**src/rtl/draw_wall_if.sv**
```systemverilog
// rtl/draw_wall_if.sv - VGA pixel-stream bundle (counters, sync, blank, colour)
interface draw_wall_if;
  logic [10:0] hcount;
  logic [10:0] vcount;
  logic        hsync;
  logic        vsync;
  logic        hblnk;
  logic        vblnk;
  logic [11:0] rgb;

  modport master (
    output hcount, vcount, hsync, vsync, hblnk, vblnk, rgb
  );

  modport slave (
    input  hcount, vcount, hsync, vsync, hblnk, vblnk, rgb
  );
endinterface

```
**src/rtl/draw_wall.sv**
```systemverilog
// rtl/draw_wall.sv - 3-stage VGA draw stage overlaying the wall ROM bitmap
module draw_wall #(
  parameter int          WALL_W      = 64,
  parameter int          WALL_H      = 128,
  parameter logic [11:0] TRANSPARENT = 12'hF0F,
  localparam int         AW_X        = $clog2(WALL_W),
  localparam int         AW_Y        = $clog2(WALL_H)
) (
  input  logic                 clk,
  input  logic                 rst_n,
  draw_wall_if.slave           vga_in,
  draw_wall_if.master          vga_out,
  input  logic [10:0]          wall_x,
  input  logic [10:0]          wall_y,
  input  logic                 wall_en,
  output logic [AW_Y+AW_X-1:0] rom_address,
  input  logic [11:0]          rom_rgb
);

  typedef struct packed {
    logic [10:0] hcount;
    logic [10:0] vcount;
    logic        hsync;
    logic        vsync;
    logic        hblnk;
    logic        vblnk;
    logic [11:0] rgb;
    logic        hit;
  } stage_t;

  logic                 vblnk_prev_q, vblnk_prev_d;
  logic [10:0]          x_act_q, x_act_d;
  logic [10:0]          y_act_q, y_act_d;
  logic                 en_act_q, en_act_d;
  logic [AW_Y+AW_X-1:0] rom_address_q, rom_address_d;
  stage_t               d1_q, d1_d;
  stage_t               d2_q, d2_d;
  logic [25:0]          out_tim_q, out_tim_d;
  logic [11:0]          out_rgb_q, out_rgb_d;
  logic [11:0]          dx, dy;
  logic                 hit;

  // Shadow the requested position only at a vblnk rising edge so a frame never tears
  always_comb begin
    vblnk_prev_d = vga_in.vblnk;
    x_act_d      = x_act_q;
    y_act_d      = y_act_q;
    en_act_d     = en_act_q;
    if (vga_in.vblnk && !vblnk_prev_q) begin
      x_act_d  = wall_x;
      y_act_d  = wall_y;
      en_act_d = wall_en;
    end
  end

  // Stage 1: 12-bit offsets so left/above-wall pixels wrap large and miss
  always_comb begin
    dx            = {1'b0, vga_in.hcount} - {1'b0, x_act_q};
    dy            = {1'b0, vga_in.vcount} - {1'b0, y_act_q};
    hit           = en_act_q & (dx < 12'(WALL_W)) & (dy < 12'(WALL_H));
    rom_address_d = {dy[AW_Y-1:0], dx[AW_X-1:0]};
    d1_d.hcount   = vga_in.hcount;
    d1_d.vcount   = vga_in.vcount;
    d1_d.hsync    = vga_in.hsync;
    d1_d.vsync    = vga_in.vsync;
    d1_d.hblnk    = vga_in.hblnk;
    d1_d.vblnk    = vga_in.vblnk;
    d1_d.rgb      = vga_in.rgb;
    d1_d.hit      = hit;
  end

  // Stages 2 and 3: wait for the ROM pixel, then composite (blanking wins, then opaque wall)
  always_comb begin
    d2_d      = d1_q;
    out_tim_d = {d2_q.hcount, d2_q.vcount, d2_q.hsync, d2_q.vsync, d2_q.hblnk, d2_q.vblnk};
    out_rgb_d = d2_q.rgb;
    if (d2_q.hblnk || d2_q.vblnk) begin
      out_rgb_d = 12'h000;
    end else if (d2_q.hit && (rom_rgb != TRANSPARENT)) begin
      out_rgb_d = rom_rgb;
    end
  end

  // State register for shadows, pipeline stages and outputs
  always_ff @(posedge clk or negedge rst_n) begin
    if (!rst_n) begin
      vblnk_prev_q  <= 1'b0;
      x_act_q       <= '0;
      y_act_q       <= '0;
      en_act_q      <= 1'b0;
      rom_address_q <= '0;
      d1_q          <= '0;
      d2_q          <= '0;
      out_tim_q     <= '0;
      out_rgb_q     <= '0;
    end else begin
      vblnk_prev_q  <= vblnk_prev_d;
      x_act_q       <= x_act_d;
      y_act_q       <= y_act_d;
      en_act_q      <= en_act_d;
      rom_address_q <= rom_address_d;
      d1_q          <= d1_d;
      d2_q          <= d2_d;
      out_tim_q     <= out_tim_d;
      out_rgb_q     <= out_rgb_d;
    end
  end

  assign rom_address    = rom_address_q;
  assign vga_out.hcount = out_tim_q[25:15];
  assign vga_out.vcount = out_tim_q[14:4];
  assign vga_out.hsync  = out_tim_q[3];
  assign vga_out.vsync  = out_tim_q[2];
  assign vga_out.hblnk  = out_tim_q[1];
  assign vga_out.vblnk  = out_tim_q[0];
  assign vga_out.rgb    = out_rgb_q;

endmodule
```
**src/flat_wrapper.sv**
```systemverilog
// flat-port wrapper written by rule: the top's interface ports become plain ports
module draw_wall_flat 
#(
  parameter int          WALL_W      = 64,
  parameter int          WALL_H      = 128,
  parameter logic [11:0] TRANSPARENT = 12'hF0F,
  localparam int         AW_X        = $clog2(WALL_W),
  localparam int         AW_Y        = $clog2(WALL_H)
)
  (clk, rst_n, wall_x, wall_y, wall_en, rom_address, rom_rgb, vga_in_hcount, vga_in_vcount, vga_in_hsync, vga_in_vsync, vga_in_hblnk, vga_in_vblnk, vga_in_rgb, vga_out_hcount, vga_out_vcount, vga_out_hsync, vga_out_vsync, vga_out_hblnk, vga_out_vblnk, vga_out_rgb);
  draw_wall_if vga_in_i ();
  draw_wall_if vga_out_i ();
  input  logic clk;
  input  logic rst_n;
  input  logic [10:0] wall_x;
  input  logic [10:0] wall_y;
  input  logic wall_en;
  output logic [AW_Y+AW_X-1:0] rom_address;
  input  logic [11:0] rom_rgb;
  input wire logic [$bits(vga_in_i.hcount)-1:0] vga_in_hcount;
  input wire logic [$bits(vga_in_i.vcount)-1:0] vga_in_vcount;
  input wire logic [$bits(vga_in_i.hsync)-1:0] vga_in_hsync;
  input wire logic [$bits(vga_in_i.vsync)-1:0] vga_in_vsync;
  input wire logic [$bits(vga_in_i.hblnk)-1:0] vga_in_hblnk;
  input wire logic [$bits(vga_in_i.vblnk)-1:0] vga_in_vblnk;
  input wire logic [$bits(vga_in_i.rgb)-1:0] vga_in_rgb;
  output wire logic [$bits(vga_out_i.hcount)-1:0] vga_out_hcount;
  output wire logic [$bits(vga_out_i.vcount)-1:0] vga_out_vcount;
  output wire logic [$bits(vga_out_i.hsync)-1:0] vga_out_hsync;
  output wire logic [$bits(vga_out_i.vsync)-1:0] vga_out_vsync;
  output wire logic [$bits(vga_out_i.hblnk)-1:0] vga_out_hblnk;
  output wire logic [$bits(vga_out_i.vblnk)-1:0] vga_out_vblnk;
  output wire logic [$bits(vga_out_i.rgb)-1:0] vga_out_rgb;
  assign vga_in_i.hcount = vga_in_hcount;
  assign vga_in_i.vcount = vga_in_vcount;
  assign vga_in_i.hsync = vga_in_hsync;
  assign vga_in_i.vsync = vga_in_vsync;
  assign vga_in_i.hblnk = vga_in_hblnk;
  assign vga_in_i.vblnk = vga_in_vblnk;
  assign vga_in_i.rgb = vga_in_rgb;
  assign vga_out_hcount = vga_out_i.hcount;
  assign vga_out_vcount = vga_out_i.vcount;
  assign vga_out_hsync = vga_out_i.hsync;
  assign vga_out_vsync = vga_out_i.vsync;
  assign vga_out_hblnk = vga_out_i.hblnk;
  assign vga_out_vblnk = vga_out_i.vblnk;
  assign vga_out_rgb = vga_out_i.rgb;
  draw_wall #(.WALL_W(WALL_W), .WALL_H(WALL_H), .TRANSPARENT(TRANSPARENT)) u_core (.clk(clk), .rst_n(rst_n), .vga_in(vga_in_i), .vga_out(vga_out_i), .wall_x(wall_x), .wall_y(wall_y), .wall_en(wall_en), .rom_address(rom_address), .rom_rgb(rom_rgb));
endmodule
```
**config.mk**
```make
export PLATFORM = sky130hd
export DESIGN_NAME = draw_wall_flat
export DESIGN_NICKNAME = d
export VERILOG_FILES = /design/src/rtl/draw_wall_if.sv /design/src/rtl/draw_wall.sv /design/src/flat_wrapper.sv
export SDC_FILE = /design/constraint.sdc
export NUM_CORES = 1
export LEC_CHECK = 0
export BUFFER_PORTS_ARGS = -buffer_cell sky130_fd_sc_hd__buf_2
export CORE_MARGIN = 5
export CORE_UTILIZATION = 57
export CTS_CLUSTER_SIZE = 40
export DETAILED_ROUTE_END_ITERATION = 10
export PLACE_DENSITY = 0.83
export SYNTH_ARGS = -nofsm -noshare
export SYNTH_HDL_FRONTEND = slang
export SYNTH_SLANG_ARGS = --single-unit
export TNS_END_PERCENT = 100
```
**constraint.sdc**
```tcl
create_clock -name clk -period 3.2 [get_ports clk]
set_input_delay 0.16 -clock clk [delete_from_list [all_inputs] [get_ports clk]]
set_output_delay 0.16 -clock clk [all_outputs]
set_load 0.02 [all_outputs]
```
==> reports/metrics.cfg, run 1 <==
[status]
outcome=complete, no violations

[worst_setup_path]
r2r_end=u_core.d1_q[0]$_DFF_PN0_
ff2ff_setup_slack_ns=0.89
setup.worst_path.class=reg2reg
critPathLaunchType=register
cp_slowest_cell=fa_1
crit_arrival_ns=2.75
critPathRequiredTime_ns=3.63
cp-endpoint=u_core.d1_q[0]$_DFF_PN0_
slowest_delay_ns=0.43
reg2reg_depth=10
worst_setup_path_end_kind=register
cp.depth=10
crit_chain=ha_1 > inv_1 > fa_1 > a21oi_1 > o21ai_1 > a21oi_2 > o22ai_1 > xnor2_1 > nand3_1 > nor3_2
cp_top_family=compound AO/OA/AOI/OAI gates
r2r-start=u_core.x_act_q[0]$_DFFE_PN0P_
crit_start=u_core.x_act_q[0]$_DFFE_PN0P_
cp_num_buf_inv=1
critPathMaxFanout=3

[route]
ant_nets=0
dr.pass1.iters=4
vias=3652
wl_per_cell_um=16.4
drt_wl_total_um=11800
via_per_inst=5.07
drt_iter0_markers=194
drc=0

[global_route]
antenna_found_initial=0
grt_max_degree=117
grt_use_total_pct=22.3
grt_pass1_wl_um=19300
overflow=0
grt_pass1_vias=4027

[place]
globalplace.congestion=0.896
dp_cells=616
io_buffer_count=125
hpwlAfterDp_um=7190
dpl_cell_area_mm2=0.00609

[yosys]
yosysWarnings=0
synth_top_cell_area_share_pct=71.8
ys_ff_latch=152
synth_area_per_cell_um2=13.9
yosys.area.top_type=dfrtp_1
ys_seq_area_share_pct=71.8
synth_most_common_cell=dfrtp_1
synthCells=382
synthFlopType=dfrtp_1
synth.distinct_cells=45
yosys-top-cells-count=152 x dfrtp_1, 32 x inv_1, 32 x nand2_1
syn_nets=481
synthesis.area_mm2=0.00530
postSynth.asyncResetShare_pct=100
synth_edf_count=0
synth.area.top_cells=dfrtp_1 72%, ha_1 5.2%, o21ai_0 2.8%, inv_1 2.3%, nand2_1 2.3%

[clock_tree]
clk_path_buf_depth=2
h-tree-depth=4
clk_pin_slew_ns=0.07
cts_resized=0
tritoncts=built
cts_inserted_buffers=17
cts-root-buf=clkbuf_8
cts_sinks=152
ctsHoldBuffers=74
cts_setup_buffers=0
clock_latency_ns=0.52

[cells_and_area]
fillers=491
area_growth_syn_to_layout_pct=40.3
fin_area_mm2=0.00744
stdcell_count=721
final_nets=697
drive_gt1_share_pct=28.9
regArea_mm2=0.00380
multiInputGateArea_mm2=0.00135
diodes=0

[sta]
fin_tns_setup_ns=0
hold_viol_final=0
tightest_slew_ns=0.978
fin_crit_ns=2.31
fmax_ghz=0.432
rsz0062_at_grt=no
setup_viol=0
holdWs_ns=0.280
fin_worst_skew_ns=0.00769
slew_headroom_pct=34.8
min_period_over_period_pct=72.3
drv_slew=0

[power_and_ir_drop]
p_per_area_mw_per_mm2=665
power_leakage_nw=3.66
sw_frac_of_total_pct=25.7
power.internal_mw=3.68
vdd.ir_drop.worst_mv=0.356
finalPower_mw=4.95
power.switching_mw=1.27
combPwrFrac_pct=15.6
clkPwrFrac_pct=41.4
power_frac_seq_pct=43.0

[hold_path]
hold_depth=2
hp-class=in2reg

[job]
cap_violations=0

[floorplan]
start_util_pct=57.9
core-area_mm2=0.00915
dieArea_mm2=0.0113
ioPinCount=126
die_h_um=106
placementRows=35
die_x_um=106

worst register-to-register path, cell delays in order, from the launching register on:
cell and delay (ns):
dfrtp_1 0.36, ha_1 0.15, inv_1 0.06, fa_1 0.43, a21oi_1 0.25, o21ai_1 0.11, a21oi_2 0.22, o22ai_1 0.13
xnor2_1 0.20, nand3_1 0.12, nor3_2 0.19
cell type report:
cell class              count  area share (%)
flip-flops and latches    152            51.1
repair buffers            205            19.1
multi-input cells         190            18.1
clock buffers              17            5.57
clock inverters            14            2.64
well taps                 111            1.87
inverters                  32            1.62
metrics by stage:
| step | worst slack (ns) | utilization (%) |
|---|---|---|
| 6_report | 0.887 | 81.3 |
| 4_1_cts | 0.937 | 81.3 |
| 5_1_grt | 0.750 | 81.3 |
| 3_5_place_dp | 0.983 | 66.5 |
| 3_3_place_gp | 1.12 | 66.5 |
| 2_1_floorplan | 1.24 | - |
flip-flops by register name, summed over array words and instances (netlist names):
signal               count
u_core.d1_q             38
u_core.d2_q             39
u_core.en_act_q          1
u_core.out_tim_q        26
u_core.rom_address      13
u_core.vblnk_prev_q      1
u_core.vga_out.rgb      12
u_core.x_act_q          11
u_core.y_act_q          11
layout by cell type, fill, tap and decap left out, drive strengths merged, types with 4 or more instances in the layout:
master         n
a21oi         14
dfrtp        152
nand2         32
o21bai         4
mux2i         10
xnor2          9
ha            22
o21ai         31
buf          131
inv           36
nor2          22
dlygate4sd3   74
o21a           5
bufinv         4
clkbuf        17
how the worst min path moves through the flow:
stage                       start                   endpoint  slack (ns)
floorplan                   rst_n   u_core.d1_q[0]$_DFF_PN0_       -0.14
global placement    vga_in_rgb[6]   u_core.d1_q[7]$_DFF_PN0_        0.27
detailed placement  vga_in_rgb[6]   u_core.d1_q[7]$_DFF_PN0_        0.27
CTS                  vga_in_hsync  u_core.d1_q[16]$_DFF_PN0_        0.27
global route        vga_in_rgb[8]   u_core.d1_q[9]$_DFF_PN0_        0.27
finish              vga_in_rgb[8]   u_core.d1_q[9]$_DFF_PN0_        0.28
layer usage:
metal	vias up	share of wire (%)	GRT usage, %
met5	-	0	0
met3	25	4.9	4.86
met4	0	2.5	9.22
met1	1809	38	25.4
li1	1701	-	-
met2	117	54	40.5
power by group through the flow:
stage          clock network, mW  logic, mW  registers [mW]
3_5_place_dp                   0      0.680            2.16
4_1_cts                     2.06      0.765            2.13
6_report                    2.05      0.772            2.13
5_1_grt                     2.16      0.844            2.14
3_3_place_gp                   0      0.656            2.16
2_1_floorplan                  0      0.334            2.25
logic make-up (layout without fill, tap and decap cells):
family	count (synthesis)	count (layout)	synth area share, %
DFF	152	152	71.8
and+or+nand+nor	71	71	6.21
xor gates and xnor gates	12	12	1.98
AOI/OAI and AO/OA	70	70	8.69
muxes	13	13	2.53
adders and majority gates	24	24	5.95
buffers and inverters	40	268	2.88
Note: power is estimated with default switching activity, not from simulation.
==> inputs of run 2 (changes only) <==
--- a/config.mk
+++ b/config.mk
@@ -7,10 +7,10 @@
 export LEC_CHECK = 0
 export BUFFER_PORTS_ARGS = -buffer_cell sky130_fd_sc_hd__buf_2
 export CORE_MARGIN = 5
-export CORE_UTILIZATION = 57
+export CORE_UTILIZATION = 53
 export CTS_CLUSTER_SIZE = 40
 export DETAILED_ROUTE_END_ITERATION = 10
-export PLACE_DENSITY = 0.83
+export PLACE_DENSITY = 0.78
 export SYNTH_ARGS = -nofsm -noshare
 export SYNTH_HDL_FRONTEND = slang
 export SYNTH_SLANG_ARGS = --single-unit
==> constraint.sdc (replaced) <==
create_clock -name clk -period 2.2 [get_ports clk]
set_input_delay 0.11 -clock clk [delete_from_list [all_inputs] [get_ports clk]]
set_output_delay 0.11 -clock clk [all_outputs]
set_load 0.02 [all_outputs]
==> reports/metrics.cfg, run 2 (synthesis results as in run 1) <==
[power_and_ir_drop]
vdd.ir_drop.worst_mv=0.520
power_leakage_nw=3.68
power.internal_mw=5.35
power.switching_mw=1.81
p_per_area_mw_per_mm2=950
power_frac_seq_pct=43.3
sw_frac_of_total_pct=25.3
combPwrFrac_pct=16.4
clkPwrFrac_pct=40.3

[worst_setup_path]
setup.worst_path.class=reg2reg
critPathRequiredTime_ns=2.63
worst_setup_path_end_kind=register
critPathMaxFanout=5
critPathLaunchType=register
crit_arrival_ns=2.53

[clock_tree]
clock_latency_ns=0.52
cts_sinks=152
cts-root-buf=clkbuf_8
tritoncts=built
cts_inserted_buffers=17
clk_pin_slew_ns=0.06
clk_path_buf_depth=2
h-tree-depth=4

[sta]
fin_tns_setup_ns=0
slew_headroom_pct=65.9
fmax_ghz=0.477
fin_worst_skew_ns=0.00693
setup_viol=0
hold_viol_final=0
rsz0062_at_grt=yes
tightest_slew_ns=0.512
drv_slew=0
fin_crit_ns=2.10
min_period_over_period_pct=95.3

[floorplan]
start_util_pct=54.2
ioPinCount=126
dieArea_mm2=0.0121
core-area_mm2=0.00977
die_h_um=110
die_x_um=110
placementRows=36

[route]
drt_wl_total_um=12100
via_per_inst=4.89
drt_iter0_markers=235
dr.pass1.iters=6
ant_nets=0
vias=3664
wl_per_cell_um=16.2
drc=0

[cells_and_area]
final_util_pct=77.1
final_common_cell=dfrtp_1
largest_reg_flops=39
drive_gt1_share_pct=30.5
top_register=u_core.d2_q
mostFrequentLayoutCells=152 x dfrtp_1, 124 x buf_2, 74 x dlygate4sd3_1
area_growth_syn_to_layout_pct=42.2
reg_top3=u_core.d2_q (39), u_core.d1_q (38), u_core.out_tim_q (26)
final_nets=700

[global_route]
grt_max_degree=69
grt_pass1_wl_um=19000
grt_use_total_pct=21.3
antenna_found_initial=2
grt_pass1_vias=3860
overflow=0

[status]
outcome=complete, no violations

[place]
io_buffer_count=125
hpwlAfterDp_um=7360
globalplace.congestion=0.888

[hold_path]
hp-class=in2async

[job]
cap_violations=0

[run 2: critical path, cell delays in order, from the launching register on]
cell      delay, ns
dfrtp_1        0.33
inv_1          0.05
ha_1           0.34
a21o_1         0.22
a21oi_2        0.15
o21a_1         0.22
o311ai_1       0.13
a311oi_1       0.25
nand4_1        0.14
nor3_2         0.18
[run 2: worst paths after layout]
check | slack [ns] | end | cells after the start | start
setup / recovery | 0.10 | u_core.d1_q[0]$_DFF_PN0_ | 9 | u_core.y_act_q[3]$_DFFE_PN0P_
hold / removal | 0.13 | u_core.out_tim_q[5]$_DFF_PN0_ | 2 | rst_n
setup reg to reg | 0.10 | u_core.d1_q[0]$_DFF_PN0_ | 9 | u_core.y_act_q[3]$_DFFE_PN0P_
hold reg to reg | 0.35 | u_core.d2_q[6]$_DFF_PN0_ | 0 | u_core.d1_q[6]$_DFF_PN0_
max in group asynchronous | 1.30 | u_core.y_act_q[7]$_DFFE_PN0P_ | 3 | rst_n
min in group clk | 0.24 | u_core.d1_q[7]$_DFF_PN0_ | 2 | vga_in_rgb[6]
[run 2: power by group through the flow]
stage	clock network, mW	logic [mW]	registers (mW)
3_3_place_gp	0	0.957	3.13
2_1_floorplan	0	0.486	3.27
6_report	2.89	1.17	3.10
4_1_cts	2.93	1.12	3.10
5_1_grt	3.07	1.28	3.12
3_5_place_dp	0	0.996	3.14
[run 2: cell type report]
cell class	count	area, um^2
clock inverters	11	146
clock buffers	21	459
diodes	2	5.00
repair buffers	208	1450
fillers	568	2240
inverters	32	120
well taps	133	166
multi-input cells	190	1380
flip-flops and latches	152	3800
[run 2: per-layer routing]
layer	vias to the layer above	wire (um)	GRT usage (%)
met3	38	669	6.00
met2	135	6630	38.4
met1	1780	4420	23.0
met5	-	0	0
li1	1711	-	-
met4	0	414	9.71
[run 2: through the flow]
step / worst slack [ns] / instance area, um^2 / hold WS [ns] / total power, mW / instances
after floorplan: 0.243 / 5300 / -0.186 / 3.76 / 382
after global placement: 0.111 / 6120 / 0.0947 / 4.09 / 637
after detailed placement: -0.0105 / 6120 / 0.102 / 4.14 / 637
after CTS: 0.0149 / 7470 / 0.135 / 7.15 / 743
after global routing: -0.0425 / 7540 / 0.168 / 7.47 / 749
final: 0.102 / 7540 / 0.133 / 7.16 / 749
[run 2: timing repair]
item / CTS / global route
pin swaps: 1 / 7
hold buffers: 74 / 0
setup buffers: 0 / 4
hold endpoints to repair: 131 / 0
resized for setup: 2 / 8
endpoints found under the setup margin: 1 / 1
==> inputs of run 3 (changes only) <==
--- a/config.mk
+++ b/config.mk
@@ -5,6 +5,7 @@
 export SDC_FILE = /design/constraint.sdc
 export NUM_CORES = 1
 export LEC_CHECK = 0
+export ABC_AREA = 1
 export BUFFER_PORTS_ARGS = -buffer_cell sky130_fd_sc_hd__buf_2
 export CORE_MARGIN = 5
 export CORE_UTILIZATION = 53
==> reports/metrics.cfg, run 3 <==
[worst_setup_path]
slowest_delay_ns=0.37
critPathRequiredTime_ns=2.64
cpMostUsedCell=nand2_1
crit_start=u_core.x_act_q[0]$_DFFE_PN0P_
crit_arrival_ns=2.43
critPathLaunchType=register
crit_chain=ha_2 > inv_1 > fa_2 > nand2_1 > nand2_1 > and2_2 > nand2_1 > nand2_1 > nand2_1 > nand2_1 > nor3_2 > nand3_1 > nor2_1
cp_slowest_cell=fa_2
worst_setup_path_end_kind=register
critPathMaxFanout=3
r2r-start=u_core.x_act_q[0]$_DFFE_PN0P_
setup.worst_path.class=reg2reg

[route]
dr.pass1.iters=6
ant_nets=0
via_per_inst=4.88
drt_wl_total_um=12400
drt_iter0_markers=257
drc=0
wl_per_cell_um=14.9
vias=4072

[yosys]
synth_top_cell_area_share_pct=69.3
synth_edf_count=0
ys_seq_area_share_pct=69.3
yosys-top-cells-count=152 x dfrtp_1, 82 x nand2_1, 53 x inv_1
postSynth.asyncResetShare_pct=100
synth.area.top_cells=dfrtp_1 69%, nand2_1 5.6%, ha_1 5.0%, a21oi_1 4.3%, inv_1 3.6%
synth_most_common_cell=dfrtp_1
syn_nets=570
synthFlopType=dfrtp_1
yosys.area.top_type=dfrtp_1
synthesis.area_mm2=0.00549
synth.distinct_cells=33
synthCells=471
ys_ff_latch=152
synth_area_per_cell_um2=11.6
yosysWarnings=0

[sta]
hold_viol_final=0
tightest_slew_ns=0.720
setup_ws_ns=0.212
slew_headroom_pct=51.9
fin_crit_ns=1.99
fmax_ghz=0.503
holdWs_ns=0.0982
drv_slew=0
setup_viol=0
fin_tns_setup_ns=0
rsz0062_at_grt=no
fin_worst_skew_ns=0.00623
min_period_over_period_pct=90.4

[clock_tree]
clk_pin_slew_ns=0.06
clock_latency_ns=0.51
clk_path_buf_depth=2
cts-root-buf=clkbuf_8
tritoncts=built
cts_sinks=152
cts_inserted_buffers=17
h-tree-depth=4

[floorplan]
die_h_um=112
core-area_mm2=0.0102
die_x_um=112
placementRows=37
start_util_pct=53.6
ioPinCount=126
dieArea_mm2=0.0125

[power_and_ir_drop]
power_leakage_nw=3.92
vdd.ir_drop.worst_mv=0.468
p_per_area_mw_per_mm2=919

[global_route]
grt_max_degree=75
antenna_found_initial=0
grt_pass1_wl_um=20900
grt_pass1_vias=4336
grt_use_total_pct=21.3
overflow=0

[cells_and_area]
final_common_cell=dfrtp_1
largest_reg_flops=39
diodes=0
drive_gt1_share_pct=25.3
stdcell_count=835
mostFrequentLayoutCells=152 x dfrtp_1, 124 x buf_2, 82 x nand2_1
final_util_pct=74.5
top_register=u_core.d2_q
final_nets=785
area_growth_syn_to_layout_pct=38.9
reg_top3=u_core.d2_q (39), u_core.d1_q (38), u_core.out_tim_q (26)

[status]
outcome=complete, no violations

[place]
pre_cts_slack_ns=0.197
dp_cells=729
hpwlAfterDp_um=8080
globalplace.congestion=0.886
io_buffer_count=125

[hold_path]
hp-class=in2async

[job]
cap_violations=0

==> run 3: critical path, delay by kind of cell, from the launching register on <==
kind,cells,cell delay [ns]
DFF,1,0.34
and+or+nand+nor,10,0.92
buffers and inverters,1,0.06
adders and majority gates,2,0.59
==> run 3: timing repair <==
item | CTS | global route
resized for setup | 0 | 2
hold buffers | 74 | 0
buffers inserted | 0 | 0
setup endpoints to repair | 0 | 1
endpoints found under the hold margin | 136 | 0
==> run 3: area by class of cell <==
cell class	count	area, um^2
inverters	55	206
clock inverters	11	123
well taps	136	170
multi-input cells	257	1450
clock buffers	21	449
flip-flops and latches	152	3800
fillers	687	2610
repair buffers	203	1420
==> run 3: logic make-up after synthesis <==
family          after synthesis  share of synthesized area [%]
simple gates                161                           12.6
flops                       152                           69.3
buf+inv                      62                           4.27
compound gates               59                           5.84
fa+ha+maj                    24                           5.75
xor+xnor                     10                           1.60
mux                           3                          0.616
==> run 3: stage by stage <==
stage          total power [mW]  instance area [um^2]
6_report                   7.01                  7620
5_1_grt                    7.35                  7620
4_1_cts                    7.05                  7610
3_5_place_dp               4.20                  6300
3_3_place_gp               4.16                  6300
2_1_floorplan              3.80                  5490
==> run 3: final timing paths <==
path	depth (start not counted)	slack (ns)	endpoint
max	13	0.21	u_core.d1_q[0]$_DFF_PN0_
min	2	0.1	u_core.d2_q[16]$_DFF_PN0_
max reg2reg	13	0.21	u_core.d1_q[0]$_DFF_PN0_
min reg2reg	0	0.34	u_core.d2_q[26]$_DFF_PN0_
max in group asynchronous	3	1.37	u_core.rom_address[12]$_DFF_PN0_
min in group clk	2	0.24	u_core.d1_q[16]$_DFF_PN0_
==> run 3: where the power goes <==
group,switching (mW),leakage (nW),internal [mW]
Combinational,0.714,1.85,0.463
Clock,1.05,0.282,1.67
Sequential,0.0749,1.78,3.03
Total,1.84,3.92,5.17
==> run 3: routing by layer <==
metal,vias up,track usage (%),wire (um)
li1,1929,-,-
met1,1956,25.6,4840
met2,164,36.9,6600
met3,23,5.98,767
met4,0,7.62,210
met5,-,0,0
